**src/rtl/uart_pkg.sv**
```systemverilog
`default_nettype none
// ============================================================================
// Module      : uart_pkg
// Description : Shared types and constants for the 8N1 UART transceiver.
// Revision    : 1.0 - initial release
// ============================================================================
package uart_pkg;

  localparam int DATA_BITS    = 8;
  localparam int DEF_CLK_FREQ = 27_000_000;
  localparam int DEF_BAUD     = 115_200;

  typedef enum logic [1:0] {
    S_IDLE  = 2'd0,
    S_START = 2'd1,
    S_DATA  = 2'd2,
    S_STOP  = 2'd3
  } uart_state_e;

  function automatic int clks_per_bit(input int clk_freq, input int baud);
    return clk_freq / baud;
  endfunction

endpackage
`default_nettype wire

```
**src/rtl/uart_rx_core.sv**
```systemverilog
`default_nettype none
// ============================================================================
// Module      : uart_rx_core
// Description : 8N1 receiver with 2-flop input synchronizer and centre
//               sampling. UART_FRAME_ERR_EN adds the o_frame_err pulse.
// Revision    : 1.0 - initial release
// ============================================================================
module uart_rx_core
  import uart_pkg::*;
#(
  parameter int CLKS_PER_BIT = clks_per_bit(DEF_CLK_FREQ, DEF_BAUD)
) (
  input  logic                 clk,
  input  logic                 rst,
  input  logic                 i_rxd,
  output logic [DATA_BITS-1:0] o_data,
  output logic                 o_ready
`ifdef UART_FRAME_ERR_EN
  ,
  output logic                 o_frame_err
`endif
);

  localparam int CNT_W = (CLKS_PER_BIT > 1) ? $clog2(CLKS_PER_BIT) : 1;
  localparam int IDX_W = $clog2(DATA_BITS);
  localparam logic [CNT_W-1:0] C_CNT_LAST = CNT_W'(CLKS_PER_BIT - 1);
  localparam logic [CNT_W-1:0] C_CNT_HALF = CNT_W'(CLKS_PER_BIT / 2 - 1);
  localparam logic [IDX_W-1:0] C_IDX_LAST = IDX_W'(DATA_BITS - 1);

  logic                 rxd_meta_q, rxd_sync_q;
  uart_state_e          state_q, state_d;
  logic [CNT_W-1:0]     cnt_q, cnt_d;
  logic [IDX_W-1:0]     idx_q, idx_d;
  logic [DATA_BITS-1:0] shift_q, shift_d;
  logic [DATA_BITS-1:0] data_q, data_d;
  logic                 ready_q, ready_d;
  logic                 wait_high_q, wait_high_d;
  logic                 bit_done;

  assign bit_done = (cnt_q == C_CNT_LAST);

  always_ff @(posedge clk) begin
    if (rst) begin
      rxd_meta_q  <= 1'b1;
      rxd_sync_q  <= 1'b1;
      state_q     <= S_IDLE;
      cnt_q       <= '0;
      idx_q       <= '0;
      shift_q     <= '0;
      data_q      <= '0;
      ready_q     <= 1'b0;
      wait_high_q <= 1'b0;
    end else begin
      rxd_meta_q  <= i_rxd;
      rxd_sync_q  <= rxd_meta_q;
      state_q     <= state_d;
      cnt_q       <= cnt_d;
      idx_q       <= idx_d;
      shift_q     <= shift_d;
      data_q      <= data_d;
      ready_q     <= ready_d;
      wait_high_q <= wait_high_d;
    end
  end

  always_comb begin
    state_d     = state_q;
    cnt_d       = cnt_q;
    idx_d       = idx_q;
    shift_d     = shift_q;
    data_d      = data_q;
    ready_d     = 1'b0;
    wait_high_d = wait_high_q;
    case (state_q)
      S_IDLE: begin
        cnt_d       = '0;
        idx_d       = '0;
        wait_high_d = 1'b0;
        if (!rxd_sync_q) begin
          state_d = S_START;
        end
      end
      S_START: begin
        cnt_d = cnt_q + 1'b1;
        if (cnt_q == C_CNT_HALF) begin
          cnt_d   = '0;
          state_d = rxd_sync_q ? S_IDLE : S_DATA;
        end
      end
      S_DATA: begin
        cnt_d = cnt_q + 1'b1;
        if (bit_done) begin
          cnt_d   = '0;
          shift_d = {rxd_sync_q, shift_q[DATA_BITS-1:1]};
          idx_d   = idx_q + 1'b1;
          if (idx_q == C_IDX_LAST) begin
            state_d = S_STOP;
          end
        end
      end
      S_STOP: begin
        // After a framing error the FSM parks here until the line is idle again.
        if (wait_high_q) begin
          if (rxd_sync_q) begin
            wait_high_d = 1'b0;
            state_d     = S_IDLE;
          end
        end else begin
          cnt_d = cnt_q + 1'b1;
          if (bit_done) begin
            cnt_d = '0;
            if (rxd_sync_q) begin
              data_d  = shift_q;
              ready_d = 1'b1;
              state_d = S_IDLE;
            end else begin
              wait_high_d = 1'b1;
            end
          end
        end
      end
      default: state_d = S_IDLE;
    endcase
  end

  assign o_data  = data_q;
  assign o_ready = ready_q;

`ifdef UART_FRAME_ERR_EN
  logic frame_err_q;
  logic frame_err_d;

  assign frame_err_d = (state_q == S_STOP) && !wait_high_q && bit_done && !rxd_sync_q;

  always_ff @(posedge clk) begin
    if (rst) begin
      frame_err_q <= 1'b0;
    end else begin
      frame_err_q <= frame_err_d;
    end
  end

  assign o_frame_err = frame_err_q;
`endif

endmodule
`default_nettype wire

```
**src/rtl/uart_tx_core.sv**
```systemverilog
`default_nettype none
// ============================================================================
// Module      : uart_tx_core
// Description : 8N1 transmitter; latches a byte in IDLE and shifts it out
//               LSB first with start and stop bits on a registered TXD.
// Revision    : 1.0 - initial release
// ============================================================================
module uart_tx_core
  import uart_pkg::*;
#(
  parameter int CLKS_PER_BIT = clks_per_bit(DEF_CLK_FREQ, DEF_BAUD)
) (
  input  logic                 clk,
  input  logic                 rst,
  input  logic [DATA_BITS-1:0] i_data,
  input  logic                 i_data_ready,
  output logic                 o_txd,
  output logic                 o_idle
);

  localparam int CNT_W = (CLKS_PER_BIT > 1) ? $clog2(CLKS_PER_BIT) : 1;
  localparam int IDX_W = $clog2(DATA_BITS);
  localparam logic [CNT_W-1:0] C_CNT_LAST = CNT_W'(CLKS_PER_BIT - 1);
  localparam logic [IDX_W-1:0] C_IDX_LAST = IDX_W'(DATA_BITS - 1);

  uart_state_e          state_q, state_d;
  logic [CNT_W-1:0]     cnt_q, cnt_d;
  logic [IDX_W-1:0]     idx_q, idx_d;
  logic [DATA_BITS-1:0] shift_q, shift_d;
  logic                 txd_q, txd_d;
  logic                 idle_q, idle_d;
  logic                 bit_done;

  assign bit_done = (cnt_q == C_CNT_LAST);

  always_ff @(posedge clk) begin
    if (rst) begin
      state_q <= S_IDLE;
      cnt_q   <= '0;
      idx_q   <= '0;
      shift_q <= '0;
      txd_q   <= 1'b1;
      idle_q  <= 1'b1;
    end else begin
      state_q <= state_d;
      cnt_q   <= cnt_d;
      idx_q   <= idx_d;
      shift_q <= shift_d;
      txd_q   <= txd_d;
      idle_q  <= idle_d;
    end
  end

  // TXD and TX_IDLE are computed one step ahead so both outputs come straight from flops.
  always_comb begin
    state_d = state_q;
    cnt_d   = cnt_q;
    idx_d   = idx_q;
    shift_d = shift_q;
    txd_d   = txd_q;
    idle_d  = idle_q;
    case (state_q)
      S_IDLE: begin
        cnt_d  = '0;
        idx_d  = '0;
        txd_d  = 1'b1;
        idle_d = 1'b1;
        if (i_data_ready) begin
          shift_d = i_data;
          txd_d   = 1'b0;
          idle_d  = 1'b0;
          state_d = S_START;
        end
      end
      S_START: begin
        cnt_d = cnt_q + 1'b1;
        if (bit_done) begin
          cnt_d   = '0;
          txd_d   = shift_q[0];
          state_d = S_DATA;
        end
      end
      S_DATA: begin
        cnt_d = cnt_q + 1'b1;
        if (bit_done) begin
          cnt_d = '0;
          idx_d = idx_q + 1'b1;
          if (idx_q == C_IDX_LAST) begin
            txd_d   = 1'b1;
            state_d = S_STOP;
          end else begin
            shift_d = shift_q >> 1;
            txd_d   = shift_q[1];
          end
        end
      end
      S_STOP: begin
        cnt_d = cnt_q + 1'b1;
        if (bit_done) begin
          cnt_d   = '0;
          idle_d  = 1'b1;
          state_d = S_IDLE;
        end
      end
      default: state_d = S_IDLE;
    endcase
  end

  assign o_txd  = txd_q;
  assign o_idle = idle_q;

endmodule
`default_nettype wire

```
**src/rtl/uart_transceiver.sv**
```systemverilog
`default_nettype none
// ============================================================================
// Module      : uart_transceiver
// Description : Full-duplex 8N1 UART built from independent TX and RX cores.
//               Define UART_FRAME_ERR_EN to expose the RX_FRAME_ERR port.
// Revision    : 1.0 - initial release
// ============================================================================
module uart_transceiver
  import uart_pkg::*;
#(
  parameter int CLK_FREQ     = DEF_CLK_FREQ,
  parameter int BAUD         = DEF_BAUD,
  parameter int CLKS_PER_BIT = clks_per_bit(CLK_FREQ, BAUD)
) (
  input  logic                 CLK,
  input  logic                 RST,
  input  logic [DATA_BITS-1:0] TX_DATA,
  input  logic                 TX_DATA_READY,
  output logic                 TXD,
  output logic                 TX_IDLE,
  input  logic                 RXD,
  output logic [DATA_BITS-1:0] RX_DATA,
  output logic                 RXD_READY
`ifdef UART_FRAME_ERR_EN
  ,
  output logic                 RX_FRAME_ERR
`endif
);

  uart_tx_core #(
    .CLKS_PER_BIT (CLKS_PER_BIT)
  ) u_tx (
    .clk          (CLK),
    .rst          (RST),
    .i_data       (TX_DATA),
    .i_data_ready (TX_DATA_READY),
    .o_txd        (TXD),
    .o_idle       (TX_IDLE)
  );

  uart_rx_core #(
    .CLKS_PER_BIT (CLKS_PER_BIT)
  ) u_rx (
    .clk          (CLK),
    .rst          (RST),
    .i_rxd        (RXD),
    .o_data       (RX_DATA),
    .o_ready      (RXD_READY)
`ifdef UART_FRAME_ERR_EN
    ,
    .o_frame_err  (RX_FRAME_ERR)
`endif
  );

endmodule
`default_nettype wire

```
**config.mk**
```make
export PLATFORM = sky130hd
export DESIGN_NAME = uart_transceiver
export DESIGN_NICKNAME = d
export VERILOG_FILES = /design/src/rtl/uart_pkg.sv /design/src/rtl/uart_rx_core.sv /design/src/rtl/uart_tx_core.sv /design/src/rtl/uart_transceiver.sv
export SDC_FILE = /design/constraint.sdc
export NUM_CORES = 1
export LEC_CHECK = 0
export BUFFER_PORTS_ARGS = -buffer_cell sky130_fd_sc_hd__buf_2
export CAP_MARGIN = 20
export CORE_MARGIN = 3
export CORE_UTILIZATION = 45
export CTS_CLUSTER_SIZE = 14
export DETAILED_ROUTE_END_ITERATION = 16
export PLACE_DENSITY = 0.6
export SKIP_CTS_REPAIR_TIMING = 1
export SYNTH_ARGS = -nofsm -noshare
export SYNTH_HDL_FRONTEND = slang
export SYNTH_SLANG_ARGS = --single-unit
```
**constraint.sdc**
```tcl
create_clock -name CLK -period 2 [get_ports CLK]
set_input_delay 0.2 -clock CLK [delete_from_list [all_inputs] [get_ports CLK]]
set_output_delay 0.2 -clock CLK [all_outputs]
set_load 0.05 [all_outputs]
```
### Word-level counts from Yosys, hierarchy flattened

Cells that the tools add are included.

* register bits: 56
* bits of input ports: 12
* word-level logic and storage cells: 104

* $add $sub $neg: 4
* equal/unequal tests: 23
* multiplexer cells: 41
* bitwise operators: 3
* reductions and logical operators: 18

Operators with widths (count)
* 2-to-1 mux 8 bit: 7
* one-hot mux 8 bit (2 select lines): 2
* one-hot mux 8 bit (4 select lines): 1
* 2-to-1 mux 2 bit: 13
* adder 8 x 1 -> 8 bit, second input constant: 2
* equality test 8 bit, second input constant: 2
* one-hot mux 2 bit (4 select lines): 2
* inequality test 2 x 1 -> 1 bit, second input constant: 7
* one-hot mux 3 bit (2 select lines): 2
* AND reduction 5 bit: 2
* 2-to-1 mux 1 bit: 9
* equality test 2 bit, second input constant: 4
* equality test 8 x 7 -> 1 bit, second input constant: 1
* inequality test 2 bit, second input constant: 4
* AND reduction 2 bit: 4
* AND reduction 4 bit: 2
* nonzero test 2 bit: 4
* adder 3 x 1 -> 3 bit, second input constant: 2
* equality test 3 bit, second input constant: 2
* 2-to-1 mux 3 bit: 2
* equality test 2 x 1 -> 1 bit, second input constant: 2
* logical NOT 2 bit: 2
* one-hot mux 1 bit (2 select lines): 2
* OR reduction 4 bit: 1
* other kinds (6): 8

### Logic depth before layout (Yosys ltp)

* depth after elaboration: 4
* mapped depth: 8
* gate-level depth less buffers: 7

### Cells and area by module

Synthesis repeated with hierarchy kept, for this count alone.

* cells, all modules: 309
* area total of the unflattened synthesis: 2826.5 um^2

By module, submodules not included
* uart_rx_core: times used 1, cells an instance 186, area an instance 1669.1 um^2, sequential area each 660.6 um^2
* uart_tx_core: times used 1, cells an instance 123, area an instance 1157.4 um^2, sequential area each 460.4 um^2

### Worst setup path before layout

Ideal clock, no wire load.

* path kind: reg2reg
* start: register u_rx.cnt_q[0]
* end: register with a tool-made name
* library setup time: 0.116 ns
* data arrival time: 1.747 ns
* data required time: 1.884 ns
* slack: 0.137 ns
* cell stages (with the launch flop): 7
* path buffers: 0
* cell sequence: dfxtp_1 -> ha_1 -> nand4_2 -> or4_4 -> a32oi_2 -> a311oi_1 -> a41o_1

RTL lines
* from (decl): line uart_rx_core.sv:32 `logic [CNT_W-1:0] cnt_q, cnt_d;`
* from (signal assigned): line uart_rx_core.sv:57 `cnt_q <= cnt_d;`

==> qor.yml <==
synth:
  synth_top_cell_area_share_pct: 42.5
  synth.area.mux_share_pct: 6.82
  synth_cell_types: 46
  synth_edf_count: 0
  synth_top_area_cell: "dfxtp_1"
  synth_compound_area_share_pct: 12.9
  synth_adder_area_share_pct: 9.48
  netlist_instances: 293
  syn-mean-instance-area_um2: 9.01
  yosys_warnings: 0
  yosysSeqAreaShare_pct: 42.5
  syn_area_um2: 2640
  yosys-top-cells-area: "dfxtp_1 (42%), ha_1 (9.5%), mux2i_1 (6.8%)"
  synth.net_count: 325
  synth_top_family_by_area: "simple AND/OR/NAND/NOR gates"
  async_reset_ff_share_pct: 0
  synth_common_cells: "dfxtp_1 (56), nor2_1 (41), nand2_1 (30)"
  yosysMostFrequentCell: "dfxtp_1"
  synthXorXnorAreaFrac_pct: 3.65
  ys_ff_latch: 56
  ys.flop_type: "dfxtp_1"
  yosys.area_share.simple_pct: 20.5
drt:
  antenna_left: 0
  first_pass_iters: 4
  initialDrtViolationCount: 101
  via_count: 2097
  routed_wirelength_um: 5330
  wl_per_cell_um: 13.4
  viasPerCell: 5.27
  drc: 0
setup_path:
  slowest_delay_ns: 0.57
  path_cells: "inv_4, ha_4, nand4_4, or4_4, a32oi_4, a311oi_2, a41o_1"
  endpoint_kind: "flip-flop"
  path_buf_inv: 1
  path_delay_family: "simple AND/OR/NAND/NOR gates"
  timing.rr.start: "u_rx.cnt_q[1]$_SDFFE_PP0P_"
  crit_required_ns: 2.22
  reg2reg_setup_slack_ns: -0.003
  crit_type: "reg2reg"
  worst-path-stages: 7
  cp_max_fo: 4
  arrival_ns: 2.22
  start_kind: "flip-flop"
  slowest_stage: "or4_4"
  cp-startpoint: "u_rx.cnt_q[1]$_SDFFE_PP0P_"
  ff2ff_path_depth: 7
global_routing:
  grt_max_degree: 24
  grt_util_all_layers_pct: 16.4
  antenna_found_initial: 0
  grt_pass1_wl_um: 8740
  grt-ovfl-total: 0
  grt_pass1_vias: 1931
pwr:
  power.density_nw_per_um2: 849
  ir_drop_uv: 357
  total_power_mw: 2.61
  p_leak_nw: 1.19
place:
  dp_worst_setup_slack_ns: 0.0282
  gp_congestion: 0.878
  placed_cells_incl_taps: 388
  hpwlAfterDp_um: 3760
  port_buffers: 22
timing:
  period_needed_ns: 2.00
  period_share_pct: 100
  skew_ns: 0.00794
  hold_viol: 0
  setup_ws_ns: -0.00283
  timing.slew.headroom_pct: 71.4
  slew_violations: 0
  fmax_mhz: 499
  tightest_slew_ns: 0.427
  grt_setup_unrepaired: "true"
  setup_viol: 1
  hold_slack_ns: 0.0590
clock_tree:
  tritoncts: "yes"
  cts-root-buf: "clkbuf_8"
  clkTransAtPathRegs_ns: 0.11
  clk_latency_ns: 0.31
  clock-sinks: 56
  cts_buffers: 5
  htree_levels: 2
  clockBufferDepth: 2
status:
  status: "finished with violations"
  violations: "negative setup slack"
final_layout:
  stdcell_count: 398
  insertedDiodeCount: 0
  fin_util_pct: 54.8
  fillers: 549
  layout-drive-gt1-share_pct: 18.7
  areaGrowthSynthToFinish_pct: 16.4
  finalNetCount: 357
floorplan:
  design.portCount: 23
  die_x_um: 82.6
  die_h_um: 82.6
  rows: 27
  coreArea_um2: 5610
  die_area_um2: 6820
  start_util_pct: 47.1
min_path:
  hold_class: "in2reg"
job:
  maxCapViolCount: 0
[report_power, final]
group          internal [mW]  switching [mW]
Clock                  0.249           0.389
Combinational          0.285           0.407
Sequential              1.21          0.0664
[registers in the layout, summed over array words and instances, names as in the netlist, named ones only]
signal and cells:
u_rx.shift_q 8, u_tx.state_q 2, u_tx.cnt_q 8, u_rx.rxd_sync_q 1
u_rx.o_data 8, u_rx.cnt_q 8, u_rx.wait_high_q 1, u_tx.o_idle 1
u_tx.idx_q 3, u_rx.rxd_meta_q 1, u_rx.idx_q 3, u_tx.o_txd 1
u_rx.state_q 1, u_rx.o_ready 1, u_tx.shift_q 8
[metrics by stage]
stage / TNS, ns / cell area, um2
after detailed placement: 0 / 2900
after global placement: 0 / 2900
final: -0.00283 / 3070
after CTS: 0 / 2990
after global routing: -0.142 / 3070
after floorplan: 0 / 2640
[logic make-up after synthesis]
family	count (synthesis)
XOR/XNOR	11
flip-flops	56
AO/OA/AOI/OAI	50
multiplexers	18
adder cells (fa/ha/maj)	20
AND/OR/NAND/NOR	112
buffers and inverters	26
[routing by layer]
layer	vias up	global-route usage [%]	part of all wire, %
met5	-	0	0
met4	0	4.41	1.4
met3	8	4.23	3.6
met2	33	26.0	45
met1	970	22.2	50
li1	1086	-	-
[worst register-to-register path: cells and delay by family (launching register included)]
kind	cells	cell delay (ns)
and+or+nand+nor	2	0.68
AOI/OAI and AO/OA	3	0.66
DFF	1	0.37
adders and majority gates	1	0.13
buffers and inverters	1	0.06
[cell type report]
type                    count  area, um2  area share, %
clock buffers               5       68.8           2.24
flip-flops and latches     56       1130           36.7
well taps                  72       90.1           2.93
repair buffers             36        240           7.81
clock inverters             3       23.8          0.773
inverters                  15       58.8           1.91
multi-input cells         211       1460           47.6
[worst min path at each step]
stage / cells past startpoint / end / startpoint / slack [ns]
after global placement: 2 / u_rx.rxd_meta_q$_SDFF_PP1_ / RXD / 0.39
after detailed placement: 2 / u_rx.rxd_meta_q$_SDFF_PP1_ / RXD / 0.39
after floorplan: 1 / u_rx.rxd_meta_q$_SDFF_PP1_ / RXD / 0.30
final: 2 / u_rx.rxd_meta_q$_SDFF_PP1_ / RXD / 0.06
after global routing: 2 / u_rx.rxd_meta_q$_SDFF_PP1_ / RXD / 0.05
after CTS: 2 / u_rx.rxd_meta_q$_SDFF_PP1_ / RXD / 0.05
[placed cells by master (no fill, tap or decap), types with 3 or more instances in the layout]
cell type,n
nor3b_1,3
mux2i_1,18
nor3_1,3
a21oi_1,18
and3_1,4
nand3_1,8
nor2_1,41
or2_2,4
buf_2,22
a211oi_1,8
o21ai_0,5
nand2_1,30
and2_1,3
nand4_1,6
inv_1,14
buf_4,12
xor2_1,9
dfxtp_1,54
ha_1,18
clkbuf_8,5
No activity file was read; power rests on OpenSTA's default activity.
